$ cat src/rtl/uart_frame_rx.sv
// uart_frame_rx: deframes SOF/LEN/payload/CHK byte streams and releases checked payloads
//
// Ports:
//   clk        system clock
//   rst        synchronous active-low reset
//   in_data    received byte            (in_valid / in_ready handshake)
//   out_data   payload byte             (out_valid / out_ready handshake)
//   out_last   marks the final payload byte of a frame
//   frame_ok   one-cycle pulse when a frame passes its checksum
//   frame_err  one-cycle pulse when a frame is dropped
//
// Optional feature: define UART_FRAME_TIMEOUT_EN to abort a frame that stalls
// for TIMEOUT cycles between bytes in LEN, PAYLOAD or CHK.
module uart_frame_rx #(
    parameter int         MAX_LEN = 16,
    parameter logic [7:0] SOF     = 8'h55,
    parameter int         TIMEOUT = 1000
) (
    input  logic       clk,
    input  logic       rst,
    input  logic [7:0] in_data,
    input  logic       in_valid,
    output logic       in_ready,
    output logic [7:0] out_data,
    output logic       out_valid,
    input  logic       out_ready,
    output logic       out_last,
    output logic       frame_ok,
    output logic       frame_err
);
    localparam int IW = $clog2(MAX_LEN + 1);
    // Buffer address width; indices never reach MAX_LEN when used as addresses.
    localparam int AW = (MAX_LEN > 1) ? $clog2(MAX_LEN) : 1;
    localparam logic [7:0] MAX8 = 8'(MAX_LEN);

    typedef enum logic [2:0] {IDLE, LEN, PAYLOAD, CHK, DRAIN} state_t;

    state_t        state, state_nx;
    logic [7:0]    mem [1 << AW];
    logic [IW-1:0] len, wr_idx, rd_idx;
    logic [7:0]    chk;
    logic          acc, ox, to, ok_nx, err_nx, len_ok, last_pl;

    assign in_ready = state != DRAIN;
    assign acc      = in_valid && in_ready;
    assign ox       = out_valid && out_ready;
    assign len_ok   = (in_data != 8'd0) && (in_data <= MAX8);
    assign last_pl  = (wr_idx + IW'(1)) == len;

`ifdef UART_FRAME_TIMEOUT_EN
    localparam int TW = $clog2(TIMEOUT + 1);
    logic [TW-1:0] tcnt;
    logic          active;
    assign active = (state == LEN) || (state == PAYLOAD) || (state == CHK);
    // An accepted byte always beats an expiring counter.
    assign to = active && !acc && (tcnt == TW'(TIMEOUT - 1));
    always_ff @(posedge clk) begin
        if (!rst || !active || acc || state_nx != state)
            tcnt <= '0;
        else
            tcnt <= tcnt + TW'(1);
    end
`else
    // Without the feature a stalled frame waits forever; TIMEOUT has no effect.
    assign to = TIMEOUT < 0;
`endif

    always_ff @(posedge clk) begin
        if (!rst)
            state <= IDLE;
        else
            state <= state_nx;
    end

    always_comb begin
        state_nx = state;
        ok_nx    = 1'b0;
        err_nx   = 1'b0;
        case (state)
            IDLE: begin
                if (acc && in_data == SOF)
                    state_nx = LEN;
            end
            LEN: begin
                if (acc) begin
                    state_nx = len_ok ? PAYLOAD : IDLE;
                    err_nx   = !len_ok;
                end else if (to) begin
                    state_nx = IDLE;
                    err_nx   = 1'b1;
                end
            end
            PAYLOAD: begin
                if (acc && last_pl) begin
                    state_nx = CHK;
                end else if (to) begin
                    state_nx = IDLE;
                    err_nx   = 1'b1;
                end
            end
            CHK: begin
                if (acc) begin
                    ok_nx    = in_data == chk;
                    err_nx   = in_data != chk;
                    state_nx = (in_data == chk) ? DRAIN : IDLE;
                end else if (to) begin
                    state_nx = IDLE;
                    err_nx   = 1'b1;
                end
            end
            DRAIN: begin
                if (ox && out_last)
                    state_nx = IDLE;
            end
            default: state_nx = IDLE;
        endcase
    end

    // Payload storage is deliberately left unreset.
    always_ff @(posedge clk) begin
        if (state == PAYLOAD && acc)
            mem[wr_idx[AW-1:0]] <= in_data;
    end

    always_ff @(posedge clk) begin
        if (!rst) begin
            len       <= '0;
            chk       <= '0;
            wr_idx    <= '0;
            rd_idx    <= '0;
            out_data  <= '0;
            out_valid <= 1'b0;
            out_last  <= 1'b0;
            frame_ok  <= 1'b0;
            frame_err <= 1'b0;
        end else begin
            frame_ok  <= ok_nx;
            frame_err <= err_nx;
            case (state)
                IDLE: begin
                    if (acc && in_data == SOF) begin
                        wr_idx <= '0;
                        rd_idx <= '0;
                    end
                end
                LEN: begin
                    if (acc && len_ok) begin
                        len <= in_data[IW-1:0];
                        chk <= in_data;
                    end
                end
                PAYLOAD: begin
                    if (acc) begin
                        wr_idx <= wr_idx + IW'(1);
                        chk    <= chk ^ in_data;
                    end
                end
                CHK: begin
                    // First byte is presented the cycle after the checksum is accepted.
                    if (acc && in_data == chk) begin
                        out_valid <= 1'b1;
                        out_data  <= mem[0];
                        out_last  <= len == IW'(1);
                        rd_idx    <= IW'(1);
                    end
                end
                DRAIN: begin
                    if (ox) begin
                        if (out_last) begin
                            out_valid <= 1'b0;
                            out_last  <= 1'b0;
                        end else begin
                            out_data <= mem[rd_idx[AW-1:0]];
                            out_last <= rd_idx == len - IW'(1);
                            rd_idx   <= rd_idx + IW'(1);
                        end
                    end
                end
                default: ;
            endcase
        end
    end
endmodule
$ cat config.mk
export PLATFORM = sky130hd
export DESIGN_NAME = uart_frame_rx
export DESIGN_NICKNAME = d
export VERILOG_FILES = /design/src/rtl/uart_frame_rx.sv
export SDC_FILE = /design/constraint.sdc
export NUM_CORES = 1
export LEC_CHECK = 0
export CORE_ASPECT_RATIO = 1.2
export CORE_MARGIN = 2
export CORE_UTILIZATION = 50
export DETAILED_ROUTE_END_ITERATION = 7
export PLACE_DENSITY_LB_ADDON = 0.3
export SYNTH_ARGS = -nofsm -noshare
export SYNTH_HDL_FRONTEND = slang
export SYNTH_SLANG_ARGS = --single-unit
export TNS_END_PERCENT = 20
$ cat constraint.sdc
create_clock -name clk -period 2.6 [get_ports clk]
set_input_delay 0.65 -clock clk [delete_from_list [all_inputs] [get_ports clk]]
set_output_delay 0.65 -clock clk [all_outputs]
set_load 0.02 [all_outputs]
# Word level (Yosys, flattened, before mapping)
# Memories as Yosys holds them, arrays and structs flattened. A register that Yosys moved wholly into a read port is not among the register bits.
# Cells that the tools add are included.
totals:
  ff_bits: 38
  ramBits: 128
  input_bits: 12
  output_inout_bits: 13
  elab_cells: 100
  mem_count: 1
mem_list:
  columns: ["name", "depth", "word_bits", "rd", "rd_ports_with_merged_regs", "wr", "line", "rtl"]
  rows:
  - ["mem", 16, 8, 2, 1, 1, "39", "logic [7:0] mem [1 << AW];"]
op_classes:
  addsub: 3
  n_lt_le_gt_ge: 1
  n_eq_ne: 22
  n_mux: 37
  n_bitwise: 1
  n_reduce_logical: 25
op_table:
  columns: ["op", "n"]
  rows:
  - ["$mux W8", 5]
  - ["$pmux W8 S2", 2]
  - ["$mux W5", 5]
  - ["$ne A2 B2 Y1 const B", 11]
  - ["$mux W3", 6]
  - ["$pmux W3 S5", 1]
  - ["$pmux W5 S3", 1]
  - ["$reduce_and A3 Y1", 4]
  - ["$add A5 B1 Y5 const B", 2]
  - ["$eq A5 B5 Y1", 2]
  - ["$mux W1", 10]
  - ["$pmux W5 S2", 1]
  - ["$reduce_and A5 Y1", 2]
  - ["$logic_and A1 B1 Y1", 9]
  - ["$eq A8 B7 Y1 const B", 1]
  - ["$eq A8 B8 Y1", 1]
  - ["$le A8 B5 Y1 const B", 1]
  - ["$mux W4", 2]
  - ["$ne A8 B8 Y1", 1]
  - ["$reduce_and A4 Y1", 2]
  - ["$reduce_bool A8 Y1", 1]
  - ["$xor A8 B8 Y8", 1]
  - ["$eq A3 B2 Y1 const B", 2]
  - ["$pmux W1 S2", 3]
  - ["other kinds (11)", 13]

# Longest topological paths before layout
logic_depth:
  depth_word: 7
  ltp_mapped: 7
  ltp_nobuf: 7

# Worst setup path after synthesis
# OpenSTA, ideal clock, no wires.
synth_timing:
  path_kind: "register to register"
  from: "reg state[1]"
  to: "mem mem[1][0], enable pin"
  setup_ns: 0.383
  t_arrival_ns: 2.050
  t_required_ns: 2.217
  slack_ns: 0.166
  path_stages_with_launch: 8
  path_buffers: 3
  period_less_slack_ns: 2.434
  path_cell_list: "dfxtp_1 > buf_2 > or3b_2 > clkbuf_1 > nor2_1 > buf_2 > nand2_1 > nor3_1"
synth_between:
  elab_chain_len: 5
  elab_cells_between_ends: 6
  cone_classes: "eq/ne: 2; mux: 2; reduce/logical: 2"
synth_lines:
  columns: ["element", "line", "rtl"]
  rows:
  - ["from (decl)", "38", "state_t state, state_nx;"]
  - ["from (signal assigned)", "72", "state <= state_nx;"]
  - ["$ne A3 B3 Y1", "44", "assign in_ready = state != DRAIN;"]
  - ["$logic_and A1 B1 Y1", "45", "assign acc = in_valid && in_ready;"]
  - ["$logic_and A1 B1 Y1 (*)", "121", "if (state == PAYLOAD && acc)"]
  - ["$mux W1 (*)", "121", null]
  - ["$mux W1 (not written as such) (*)", "122", "mem[wr_idx[AW-1:0]] <= in_data;"]
  - ["to (decl)", "39", null]
# Mark *: on every way between the ends. The rest lies on a longest branch, timed or not.

# Worst setup path in the final report
layout_timing:
  from: "reg state[0]"
  to: "out in_ready"
layout_between:
  elab_chain_len: 1
layout_lines:
  columns: ["element", "line", "rtl"]
  rows:
  - ["$ne A3 B3 Y1", "44", null]
  - ["to (decl)", "23", "output logic in_ready,"]
# No other way between the ends.

==> run summary <==
============================================================================================
Critical Path End Type                                                            output pin
Count of final hold-check violations                                                       0
Post-synth top area cell                                                        sky130_fd_sc_hd__edfxtp_1
CORE AREA                                                                         14,200 um2
Most common cell after layout, fill and taps aside                              sky130_fd_sc_hd__edfxtp_1
Horiz. Die Dim                                                                        114 um
Netlist area before placement                                                       7210 um2
Per-cell routed wire length                                                          21.8 um
Proportion of layout cells with a drive suffix above 1                                 21.1%
Global-route wire length before repair                                             25,200 um
DPL Wire Length                                                                    10,800 um
Proportion of synthesized chip area in sequential cells                                64.9%
Beginning of the critical path                                                  state[0]$_SDFFE_PN0P_
Top cell type's share of synthesized area                                              53.3%
Hold EP                                                                         out_data[7]$_SDFFE_PN0P_
Area share of fa/ha/maj cells after synthesis                                          1.21%
Hold WC Path Type                                                                    reg2reg
Clock tree from TritonCTS                                                               done
Result of the run                                                                  completed
Net total in the final layout                                                            575
Final Max Tran Viols                                                                       0
Number of CTS-inserted buffers                                                            17
Launching element type of the critical path                                        flip-flop
Insertion delay to the later sink of the worst-skew pair                             0.43 ns
Initial cell density of the core                                                       50.7%
Compound-Gate Fraction of Synth Area                                                   6.83%
Upper clock frequency limit                                                        0.407 GHz
Diode insertion count for antenna repair                                                   0
Leakage                                                                              2.90 nW
Worst Hold Path Cells                                                                      1
Synth Flop Type                                                                 sky130_fd_sc_hd__edfxtp_1
Reg-to-reg critical path startpoint                                             state[0]$_SDFFE_PN0P_
Number of global-route vias before repair                                              4,479
I/O pin cnt                                                                               25
Power density normalized to cell area                                             651 nW/um2
Area added between synthesis and finish                                                20.3%
Arrival time of the worst setup path                                                 1.81 ns
Number of standard cells in the layout, taps in and fillers out                          744
Placed insts                                                                             712
Longest Clk Path Bufs                                                                      2
Flip-flop and latch count after synthesis                                                170
Antenna violations before repair                                                           0
Total of max-cap violations                                                                0
Input/output buffers                                                                      24
Worst-margin pin slew                                                               0.729 ns
Total number of H-tree levels                                                              4
Combinational family with the most area after synthesis                         multiplexers
Yosys warns                                                                                0
DIE AREA                                                                          15,400 um2
Clock root cell                                                                 sky130_fd_sc_hd__clkbuf_16
Worst Path Class, Setup                                                              reg2out
Basic-gate share of the synthesized area counting and, or, nand and nor cells          9.17%
Number of search-and-repair iterations in the first detailed-routing pass                  5
Most frequent cells in the layout                                               sky130_fd_sc_hd__edfxtp_1 (128), sky130_fd_sc_hd__buf_4 (58), sky130_fd_sc_hd__dfxtp_1 (42)
Async set-reset flop share out of synthesis                                               0%
DR vias                                                                                4,441
Worst Path Max Fanout                                                                     13
Mux contribution to synthesized area                                                   12.9%
Path depth of the worst reg2reg path                                                       5
Clock period minus final worst setup slack                                           2.46 ns
Endpoint of the worst register-to-register path                                 mem[10][1]$_DFFE_PP_
Sink Count                                                                               170
Number of filler instances in the final layout                                         1,068
Maximum number of pins on one net before global-route repair                              33
Post-synth cell types                                                                     54
Required time of the critical path                                                   1.95 ns
Post-Synthesis Net Count                                                                 495
Number of enable flip-flop cells after synthesis                                         128
GRT Util Overall                                                                       22.6%
Hold path startpoint                                                            out_data[7]$_SDFFE_PN0P_
Top cells by area in the synthesized netlist                                    sky130_fd_sc_hd__edfxtp_1 (53%), sky130_fd_sc_hd__dfxtp_1 (12%), sky130_fd_sc_hd__mux4_2 (6.9%), sky130_fd_sc_hd__mux4_1 (4.4%), sky130_fd_sc_hd__xnor2_1 (2.1%)
RSZ-0062 raised after global routing                                                      no
Via-to-Cell Ratio                                                                       5.97
Total wire length after detailed routing                                           16,200 um
Max-slew headroom                                                                      51.1%
Routability congestion estimate from global placement                                  0.953
Per-instance average area after synthesis                                           15.2 um2
Share of the clock period used by the worst path                                       94.5%
Num rows                                                                                  48
Max IR drop VDD                                                                     0.381 mV
Clock-pin slew of the registers on the worst-case setup and hold paths               0.06 ns
1st-iter DRT viols                                                                       321
Number of antenna-violating nets in the routed design                                      0
Global-route congestion overflow total                                                     0
R2r setup slk                                                                        0.26 ns
Setup violations, final                                                                    0
Final setup TNS                                                                         0 ns
Overall die height                                                                    136 um
Number of remaining DRC errors                                                             0
Worst Clk Skew                                                                     0.0136 ns
Post-synthesis instance total                                                            476
XOR/XNOR share of the synthesized area                                                 2.55%
============================================================================================
==> cell families after synthesis <==
family,count (synthesis)
AND/OR/NAND/NOR,129
AO/OA/AOI/OAI,67
multiplexers,46
adder cells (fa/ha/maj),7
XOR/XNOR,21
buffers and inverters,36
flip-flops,170
==> cell usage after synthesis, types with 3 or more instances <==
cell and n:
sky130_fd_sc_hd__edfxtp_1 128, sky130_fd_sc_hd__dfxtp_1 42, sky130_fd_sc_hd__nor2_1 38, sky130_fd_sc_hd__mux4_2 22, sky130_fd_sc_hd__nand2_1 21, sky130_fd_sc_hd__xnor2_1 17, sky130_fd_sc_hd__a21oi_1 13, sky130_fd_sc_hd__nor3_1 13
sky130_fd_sc_hd__mux2i_1 12, sky130_fd_sc_hd__mux4_1 12, sky130_fd_sc_hd__nand3_1 12, sky130_fd_sc_hd__a211oi_1 11, sky130_fd_sc_hd__clkbuf_1 11, sky130_fd_sc_hd__inv_1 11, sky130_fd_sc_hd__o21ai_0 9, sky130_fd_sc_hd__buf_2 8
sky130_fd_sc_hd__nor2b_1 8, sky130_fd_sc_hd__a221o_1 7, sky130_fd_sc_hd__ha_1 7, sky130_fd_sc_hd__a2111oi_0 6, sky130_fd_sc_hd__and3_1 6, sky130_fd_sc_hd__nand2b_1 6, sky130_fd_sc_hd__nand4_1 5, sky130_fd_sc_hd__nor4_1 4
sky130_fd_sc_hd__xor2_1 4, sky130_fd_sc_hd__a211o_1 3, sky130_fd_sc_hd__a32oi_1 3, sky130_fd_sc_hd__and2_1 3, sky130_fd_sc_hd__o221a_2 3
==> registers in the layout (all words and copies together) (netlist names), named ones only <==
| name | count |
|---|---|
| wr_idx | 5 |
| state | 3 |
| rd_idx | 5 |
| out_last | 1 |
| chk | 8 |
| frame_ok | 1 |
| out_data | 8 |
| len | 5 |
| mem | 128 |
| frame_err | 1 |
| out_valid | 1 |
==> worst max-delay path, cell delays in order, from the launching register on <==
cell,delay (ns)
sky130_fd_sc_hd__dfxtp_1,0.62
sky130_fd_sc_hd__nor3b_4,0.08
sky130_fd_sc_hd__clkinv_1,0.08
sky130_fd_sc_hd__clkdlybuf4s50_1,0.60
==> metal layers <==
layer | vias to the layer above | GRT usage (%) | wire (um)
met5 | - | 0 | 0
met2 | 133 | 39.7 | 8630
li1 | 2037 | - | -
met1 | 2248 | 27.8 | 6450
met3 | 23 | 5.01 | 769
met4 | 0 | 7.18 | 359
==> worst max path at each step <==
stage / cells past startpoint / slack [ns] / to
4_1_cts: 3 / 0.14 / in_ready
2_1_floorplan: 7 / 0.17 / mem[1][0]$_DFFE_PP_
5_1_grt: 7 / 0.02 / chk[0]$_SDFFE_PN0P_
3_3_place_gp: 7 / -0.13 / out_data[4]$_SDFFE_PN0P_
6_report: 3 / 0.14 / in_ready
3_5_place_dp: 7 / -0.27 / out_data[1]$_SDFFE_PN0P_
==> area by class of cell <==
| cell class | count | area, um2 | area share, % |
|---|---|---|---|
| flip-flops and latches | 170 | 4680 | 54.0 |
| clock inverters | 7 | 103 | 1.18 |
| clock buffers | 25 | 529 | 6.10 |
| well taps | 175 | 219 | 2.52 |
| repair buffers | 85 | 736 | 8.48 |
| multi-input cells | 270 | 2360 | 27.2 |
| inverters | 12 | 45.0 | 0.519 |
==> where the power goes <==
part	total, mW	internal [mW]	leakage (nW)	switching, mW
sequential	2.91	2.91	1.49	0.000112
clock	2.62	1.62	0.304	0.995
combinational	0.120	0.0466	1.11	0.0737
==> timing repair <==
action                     in CTS  in global routing
buffers inserted                0                  0
setup endpoints to repair       0                  8
gates resized for setup         0                  2
hold buffers                    0                  0
==> per-stage QoR <==
step	utilization (%)	power (mW)	hold WS (ns)	cell area [um2]	setup slack, ns
floorplan	-	3.00	0.466	7210	0.166
global placement	56.5	3.08	0.473	8040	-0.128
detailed placement	56.5	3.09	0.485	8040	-0.268
CTS	60.9	5.68	0.500	8670	0.139
global route	61.0	5.81	0.515	8680	0.0195
finish	61.0	5.65	0.494	8680	0.143
No activity file was read; power rests on OpenSTA's default activity.
